`config.mk`:
```
export PLATFORM = sky130hd
export DESIGN_NAME = vga_sync_gen
export DESIGN_NICKNAME = d
export VERILOG_FILES = /design/src/rtl/vga_sync_gen.sv
export SDC_FILE = /design/constraint.sdc
export NUM_CORES = 1
export LEC_CHECK = 0
export ABC_AREA = 1
export ABC_CLOCK_PERIOD_IN_PS = 4280
export CORE_UTILIZATION = 55
export DETAILED_ROUTE_END_ITERATION = 8
export PLACE_DENSITY_LB_ADDON = 0.08
export SLEW_MARGIN = 20
export SYNTH_ARGS = -nofsm -noshare
export SYNTH_HDL_FRONTEND = slang
export SYNTH_SLANG_ARGS = --single-unit
export TNS_END_PERCENT = 1
```
`constraint.sdc`:
```
create_clock -name clk -period 4.28 [get_ports clk]
set_input_delay 0.642 -clock clk [delete_from_list [all_inputs] [get_ports clk]]
set_output_delay 0.642 -clock clk [all_outputs]
set_load 0.05 [all_outputs]
```
`src/rtl/vga_sync_gen.sv`:
```
// SVGA 800x600@60 sync generator running from the 240 MHz PLL clock.
// A CLK_DIV divider produces the pixel-slot enable; position, sync, visible
// and frame strobe are registered and decoded from the next position so they
// change together with x/y.
// Optional: define VGA_TEST_PATTERN_EN to add the rgb colour-bar output.
module vga_sync_gen #(
  parameter int unsigned CLK_DIV   = 6,
  parameter int unsigned H_VISIBLE = 800,
  parameter int unsigned H_FP      = 40,
  parameter int unsigned H_SYNC    = 128,
  parameter int unsigned H_BP      = 88,
  parameter int unsigned V_VISIBLE = 600,
  parameter int unsigned V_FP      = 1,
  parameter int unsigned V_SYNC    = 4,
  parameter int unsigned V_BP      = 23,
  parameter bit          SYNC_POL  = 1'b1
) (
  input  logic        clk,
  input  logic        rst,
  input  logic        pll_locked,
  output logic        pix_en,
  output logic [10:0] x,
  output logic [9:0]  y,
  output logic        visible,
  output logic        hsync,
  output logic        vsync,
  output logic        frame_start
`ifdef VGA_TEST_PATTERN_EN
  ,
  output logic [2:0]  rgb
`endif
);

  localparam int unsigned HTotal = H_VISIBLE + H_FP + H_SYNC + H_BP;
  localparam int unsigned VTotal = V_VISIBLE + V_FP + V_SYNC + V_BP;
  localparam int unsigned DivW   = $clog2(CLK_DIV);

  localparam logic [DivW-1:0] DivLast = DivW'(CLK_DIV - 1);
  localparam logic [10:0] XLast   = 11'(HTotal - 1);
  localparam logic [10:0] XVis    = 11'(H_VISIBLE);
  localparam logic [10:0] HsStart = 11'(H_VISIBLE + H_FP);
  localparam logic [10:0] HsEnd   = 11'(H_VISIBLE + H_FP + H_SYNC);
  localparam logic [9:0]  YLast   = 10'(VTotal - 1);
  localparam logic [9:0]  YVis    = 10'(V_VISIBLE);
  localparam logic [9:0]  VsStart = 10'(V_VISIBLE + V_FP);
  localparam logic [9:0]  VsEnd   = 10'(V_VISIBLE + V_FP + V_SYNC);

  logic [DivW-1:0] div_cnt;
  logic            adv;
  logic [10:0]     x_nx;
  logic [9:0]      y_nx;
  logic            vis_nx;
  logic            hs_nx;
  logic            vs_nx;
  logic            fs_nx;
  logic            eff_rst;

  assign eff_rst = rst | ~pll_locked;

  // Next position and its decode; only loaded on the divider wrap.
  always_comb begin
    adv    = (div_cnt == DivLast);
    x_nx   = (x == XLast) ? 11'd0 : x + 11'd1;
    y_nx   = y;
    if (x == XLast) begin
      y_nx = (y == YLast) ? 10'd0 : y + 10'd1;
    end
    vis_nx = (x_nx < XVis) && (y_nx < YVis);
    hs_nx  = ((x_nx >= HsStart) && (x_nx < HsEnd)) ? SYNC_POL : ~SYNC_POL;
    vs_nx  = ((y_nx >= VsStart) && (y_nx < VsEnd)) ? SYNC_POL : ~SYNC_POL;
    fs_nx  = (x_nx == 11'd0) && (y_nx == 10'd0);
  end

  // Divider, position and registered decode outputs.
  always_ff @(posedge clk) begin
    if (eff_rst) begin
      div_cnt     <= '0;
      x           <= XLast;
      y           <= YLast;
      pix_en      <= 1'b0;
      visible     <= 1'b0;
      hsync       <= ~SYNC_POL;
      vsync       <= ~SYNC_POL;
      frame_start <= 1'b0;
    end else if (adv) begin
      div_cnt     <= '0;
      x           <= x_nx;
      y           <= y_nx;
      pix_en      <= 1'b1;
      visible     <= vis_nx;
      hsync       <= hs_nx;
      vsync       <= vs_nx;
      frame_start <= fs_nx;
    end else begin
      div_cnt     <= div_cnt + DivW'(1);
      pix_en      <= 1'b0;
      frame_start <= 1'b0;
    end
  end

`ifdef VGA_TEST_PATTERN_EN
  logic [2:0] rgb_nx;

  // Eight 100-pixel colour bars across the visible width.
  always_comb begin
    rgb_nx = 3'b000;
    if (vis_nx) begin
      if      (x_nx < 11'd100) rgb_nx = 3'b111;
      else if (x_nx < 11'd200) rgb_nx = 3'b110;
      else if (x_nx < 11'd300) rgb_nx = 3'b011;
      else if (x_nx < 11'd400) rgb_nx = 3'b010;
      else if (x_nx < 11'd500) rgb_nx = 3'b101;
      else if (x_nx < 11'd600) rgb_nx = 3'b100;
      else if (x_nx < 11'd700) rgb_nx = 3'b001;
      else                     rgb_nx = 3'b000;
    end
  end

  // Colour register, updated alongside x/y.
  always_ff @(posedge clk) begin
    if (eff_rst) begin
      rgb <= 3'b000;
    end else if (adv) begin
      rgb <= rgb_nx;
    end
  end
`endif

endmodule

```
==> summary by stage <==
Outcome
The flow ran to the end, and the final reports show no timing, DRC or antenna violations.

Placement
During placement, the flow inserted port buffers numbering 28. The half-perimeter wire length of the detailed placement result is 3.255 mm. The routability-driven placement congestion ratio is a little under 0.9.

Clocking
In this run the number of H-tree levels came out at 2. The clock slew at the register clock pins of the worst setup and hold paths is 90 ps. The later-pin clock latency in the skew report is 330 ps. TritonCTS built the clock tree. The maximum clock path buffer count is 2.

The post-CTS setup buffer count is 0. CTS placed an instance of clkbuf_4 at the clock tree root. The number of CTS-inserted buffers is 5. In this run, post-CTS hold repair placed 0 buffers. The post-cts repair resize count is 0. The TritonCTS sink count is 29.

Synthesis
Yosys attributes the largest share of cell area to dfxtp_1, nand2_1, inv_1, nor2_1, nand3_1. The register bit count reported by yosys is 29. The gate count of the mapped netlist is 290. The commonest cells after synthesis are nand2_1, inv_1, nor2_1, nand3_1, dfxtp_1. The count of flip-flops with a built-in enable after synthesis is 0. The share of the Yosys chip area taken by registers is 31.59%. Among all flip-flop cells after synthesis, the most frequent one is dfxtp_1.

The async set or reset register ratio after synthesis is 0%. The post-synth net total is 298. The top cell type's share of synthesized area is a little under a third. After synthesis the cells add up to approximately 1800 um^2. The total of warnings raised by yosys is 0.

By instance count, the leading cell after synthesis is nand2_1. A synthesized cell averages 6.338 um^2. Counting distinct cell types in the post-synthesis netlist gives 28.

The cell taking the most area after synthesis is dfxtp_1.

Global route
The number of global-route vias before repair is 1,755. Global routing finished with a remaining overflow of 0. Entering global routing, the biggest net connects 20 pins. The number of antenna violations at the first check in global routing came to 0. Global routing used 27.83% of the available tracks. The wire length of the first global-routing pass is 7.403 mm.

Detailed routing
Summing over every cut layer, the via total after detailed routing is 1,888. In this run the remaining antenna-violating nets after routing total 0. The overall routed net length is 4.319 mm. After detailed routing, the number of vias per cell comes to 5.158. The number of iterations in the first detailed-routing pass is 4. In this run, the number of DRC markers left after iteration 0 of detailed routing was 112. For this run, design rule violations remaining after detail routing come to 0. The routed length per instance is 11.80 um.

Power
The clock share of power is 36.1%. The part of the power in combinational logic is about 2.6%. Power comes to 0.0004423 W.

The share of total power in sequential cells is 61.3%. The internal portion of the total power is 0.0003367 W. In this run the static leakage power is 1.096 nW. The power dissipated by switching net loads is 0.0001057 W. In this run the power density over the cells is 201.6 nW/um^2. IR analysis of the VDD net gives a maximum drop of 0.1767 mV. Net switching is 23.89% of the power.

STA
Setup total negative slack on the finished layout was measured at 0 ps. For the pin with the worst max-slew slack, the measured transition is 556.6 ps. Setup violations remaining at the end of the flow were counted as 0.

The achievable frequency is 423.1 MHz. Setup repair after global routing left no endpoint under its margin. Of the available clock period, the critical path in the final layout requires 55.22%. The clock arrives with between 6 and 7 ps of skew. The final count of pins violating max slew is 0.

The worst-case headroom to the max-slew limit is 62.66%. The total count of hold-check failures in the final report is 0. For the finished layout, the period the worst path requires is 2363 ps.

Setup path
The capturing element type of the critical path is a flip-flop. The kind of launch point of the worst setup path is an input port. For the worst setup path, the data required time is 4510 ps. The maximum fanout count along the critical path is 19.

The arrival time of the worst setup path is 2600 ps. The critical path in this run is classified as in2reg.

Finish
0 antenna diodes ended up in the layout. Relative to the synthesized area, the layout overhead comes to 19.40%. Cells with a size suffix above 1 make up 8.075% of the layout. The net count of the finished layout is 329.

The number of filler instances in the final layout is 303.

Floorplanning
The floorplan has 20 rows. The chip width is between 50 and 60 um. For this configuration, the core starts out at a cell density of 59.23%.

The vertical die dimension is 59.81 um. The floorplan step defined a die boundary enclosing 3577 um^2. In this run the count of I/O pins placed on the die edge is 29. The core area is roughly 3100 um^2.

Min path
The path class of the lowest-slack min-delay path is reg2reg.

Job
The max-cap check violation count is 0.
[cells in the final DEF, fill, tap and decap left out, types with 5 or more instances in the layout]
cell / instances
clkbuf_4: 5
clkdlybuf4s50_1: 28
dfxtp_1: 29
ha_1: 5
inv_1: 43
nand2_1: 78
nand3_1: 30
nand4_1: 5
nor2_1: 42
nor2_2: 9
o21ai_0: 8
o22ai_1: 12
[power by group through the flow]
stage / logic, W / registers, W / clock network, W
detailed placement: 0.0000115 / 0.000278 / 0
global placement: 0.0000109 / 0.000278 / 0
CTS: 0.0000115 / 0.000271 / 0.000163
finish: 0.0000115 / 0.000271 / 0.000160
floorplan: 0.00000724 / 0.000278 / 0
global route: 0.0000133 / 0.000272 / 0.000173
[final cells by class]
class | count | area, um^2 | area share [%]
Multi-Input combinational cell | 212 | 1059 | 48.23
Sequential cell | 29 | 580.6 | 26.45
Timing Repair Buffer | 28 | 280.3 | 12.77
Inverter | 45 | 168.9 | 7.697
Tap cell | 44 | 55.05 | 2.509
Clock buffer | 6 | 41.29 | 1.881
Clock inverter | 2 | 10.01 | 0.4561
[final timing paths]
path / start / end / slack (ps) / cells after the start
max: pll_locked / y[5] / 1920 / 8
min: hsync / hsync / 470 / 2
max reg2reg: x[0] / visible / 1930 / 10
min reg2reg: hsync / hsync / 470 / 2
[state kept, by name, indices dropped and copies added, names as in the netlist]
signal       cells
x               11
y               10
div_cnt          3
frame_start      1
hsync            1
pix_en           1
visible          1
vsync            1
[logic make-up after synthesis]
family / count (synthesis) / synth area share [%]
simple gates: 173 / 42.41
buf+inv: 49 / 10.82
fa+ha+maj: 5 / 3.404
compound gates: 31 / 10.35
xor+xnor: 3 / 1.430
flops: 29 / 31.59
[layer usage]
| metal | GRT usage (%) | routed length (um) | vias to the layer above |
|---|---|---|---|
| li1 | - | - | 991 |
| met1 | 36.88 | 2152 | 859 |
| met2 | 45.08 | 1965 | 33 |
| met3 | 5.195 | 155 | 5 |
| met4 | 9.967 | 45 | 0 |
| met5 | 0 | 0 | - |
[worst max-delay path, stage by stage]
cell and delay (ps):
clkdlybuf4s50_1 450, inv_1 40, nor2_1 80, inv_1 70, nor2_2 320, clkinv_1 580, o22ai_1 350, inv_1 60
[stage by stage]
stage	setup slack, ps	cell area, um^2	std cells	utilization [%]	hold WS (ps)
after floorplan	2115	1838	290	-	421.5
after global placement	1676	2143	358	69.07	439.3
after CTS	1924	2195	366	70.73	469.8
after global routing	1614	2195	366	70.73	491.1
final	1917	2195	366	70.73	467.8
after detailed placement	1569	2143	358	69.07	445.7
Note: power is estimated with default switching activity, not from simulation.
==> RTL edit (same settings) <==
Register the input `pll_locked` before use, without a reset. The logic sees it one clock later.
--- a/src/rtl/vga_sync_gen.sv
+++ b/src/rtl/vga_sync_gen.sv
@@ -45,6 +45,12 @@
   localparam logic [9:0]  VsStart = 10'(V_VISIBLE + V_FP);
   localparam logic [9:0]  VsEnd   = 10'(V_VISIBLE + V_FP + V_SYNC);
 
+  logic pll_locked_q;
+
+  always_ff @(posedge clk) begin
+    pll_locked_q <= pll_locked;
+  end
+
   logic [DivW-1:0] div_cnt;
   logic            adv;
   logic [10:0]     x_nx;
@@ -55,7 +61,7 @@
   logic            fs_nx;
   logic            eff_rst;
 
-  assign eff_rst = rst | ~pll_locked;
+  assign eff_rst = rst | ~pll_locked_q;
 
   // Next position and its decode; only loaded on the divider wrap.
   always_comb begin
Behaviour: not the same (Yosys sat finds a counterexample within 4 cycles, from zero or initial values).
==> RTL edit against the unedited design <==
  * Worst setup slack got worse by 0.034 ns
  * Register-to-register slack got worse by 0.05 ns
  * Sequential cell count rose by 1
  * Worst hold slack got worse by 0.0095 ns
  * Area after synthesis rose by 1.1%
  * Critical path depth rose by 1
  * Clock skew rose by 0.0013 ns
  * Power rose by 3.0%
  * Sequential share of layout area rose by 0.66 points
  * Maximum frequency fell by 1.4%
  * Design area rose by 0.91%
  * Routed wire length rose by 4.0%
  * Via count rose by 4.5%
==> RTL edit: results (changes against the unedited design) <==
| Metric | Value |
|---|---|
| Post-DP Area | `2160 sq um (+0.93%)` |
| Seq pwr share | `0.617 (+0.004)` |
| Vias in the first global route | `1739 (-0.91%)` |
| DP Cell Count | `359 (+0.28%)` |
| Routed WL | `4490 um (+4.0%)` |
| Initial antenna violation count | `0 (unchanged)` |
| Starting DRC count in detailed routing | `167 (+49%)` |
| Critical Path End Type | `register` |
| Clk pwr | `between 150 and 200 uW` |
| Max-cap violations | `0 (unchanged)` |
| Setup slack at placement | `1.63 ns (+0.0569 ns)` |
| Run status | `finished, final reports clean` |
| Num CTS Buffers | `5 (unchanged)` |
| Relative slew slack | `0.612 (-0.0145)` |
| WP data arrival | `2.66 ns (+0.06 ns)` |
| Sequential Power | `281 uW (+4%)` |
| H-tree Lvls | `2 (unchanged)` |
| Sequential element share of the synthesized area | `0.323 (+0.00737)` |
| First-pass GRT wire length | `7290 um (-1.5%)` |
| RD Place Congestion | `0.831 (-6.2%)` |
| Fill cells | `281 (-7.3%)` |
| Biggest regs | `x (11), y (10), div_cnt (3)` |
| Count of buffers from port buffering | `28 (unchanged)` |
| VDD IR max | `0.000183 V (+3.7%)` |
| Synth area leaders | `dfxtp_1 (32%), nand2_1 (16%), inv_1 (8.7%), nor2_1 (8.5%), nand3_1 (8.1%)` |
| Leakage power | `1.10 nW (+0.60%)` |
| Routed vias | `1973 (+4.5%)` |
| YS warnings | `0 (unchanged)` |
| Clk_lat worst skew | `approximately 0.32 ns` |
| Clock transition at the registers of the reported paths | `0.09 ns (about the same)` |
| Syn_area_per_cell | `6.38 sq um (+0.74%)` |
| Routed vias/inst | `5.41 (+4.8%)` |
| Top cells by count, synth | `nand2_1 (78), inv_1 (43), nor2_1 (42)` |
| Crit Path Max Fanout | `13 (-6)` |
| Dpl hpwl | `3350 um (+3.0%)` |
| Share of layout cells above drive strength 1 | `0.0779 (-0.00286)` |
| Drt pass-1 iters | `5 (+1)` |
| Global Route Usage Sum | `0.271 (-0.00734)` |
| Ys async rst share | `0 (unchanged)` |
| Syn_nets | `299 (+0.34%)` |
| Final net count | `330 (+0.30%)` |
| P_int | `358 uW (+6.3%)` |
| Setup bufs post-CTS | `0 (unchanged)` |
| Clock skew | `0.00770 ns (+0.00126 ns)` |
| Hold Crit Class | `register to register` |
| Clock Path Buffers | `2 (unchanged)` |
==> RTL edit: changes by cell type in the layout (fill, tap and decap cells not counted) <==
cell	delta
dfxtp_1	+1
clkbuf_1	-1
clkinv_2	-2
clkbuf_8	+1
==> RTL edit: final timing paths <==
| kind | start | endpoint | slack (ns) | cells after the start |
|---|---|---|---|---|
| setup / recovery | x[0] | frame_start | 1.88 | 9 |
| hold / removal | div_cnt[0] | div_cnt[0] | 0.46 | 1 |
| setup reg to reg | x[0] | frame_start | 1.88 | 9 |
| hold reg to reg | div_cnt[0] | div_cnt[0] | 0.46 | 1 |
==> RTL edit: final cells by class <==
cell class | count | area (sq um) | share of cell area
inverter | 45 | 169 | 0.0763
multi-input combinational | 212 | 1060 | 0.478
timing repair buffer | 28 | 280 | 0.127
tap | 44 | 55.1 | 0.0249
clock buffer | 6 | 51.3 | 0.0232
sequential | 30 | 601 | 0.271
==> RTL edit: cell families (layout without fill, tap and decap cells) <==
kind of cell               after synthesis  count (layout)  share of synthesized area
buffers and inverters                   49              79                      0.107
DFF                                     30              30                      0.323
adders and majority gates                5               5                     0.0337
and+or+nand+nor                        173             173                      0.420
xor gates and xnor gates                 3               3                     0.0141
AOI/OAI and AO/OA                       31              31                      0.102
==> RTL edit: worst max-delay path, stage by stage (launching register included) <==
cell,delay [ns]
dfxtp_1,0.50
ha_1,0.36
nand4_1,0.23
nor2_2,0.52
nor2_1,0.12
nor2_2,0.21
nand3_1,0.09
nor2_1,0.14
nand2_1,0.08
nor2_2,0.09
==> RTL edit: routing by layer <==
metal / track usage / vias to the layer above / share of wire
li1: - / 994 / -
met1: 0.356 / 907 / 0.46
met2: 0.454 / 68 / 0.47
met3: 0.0519 / 4 / 0.068
met4: 0.0631 / 0 / 0.0051
met5: 0 / - / 0
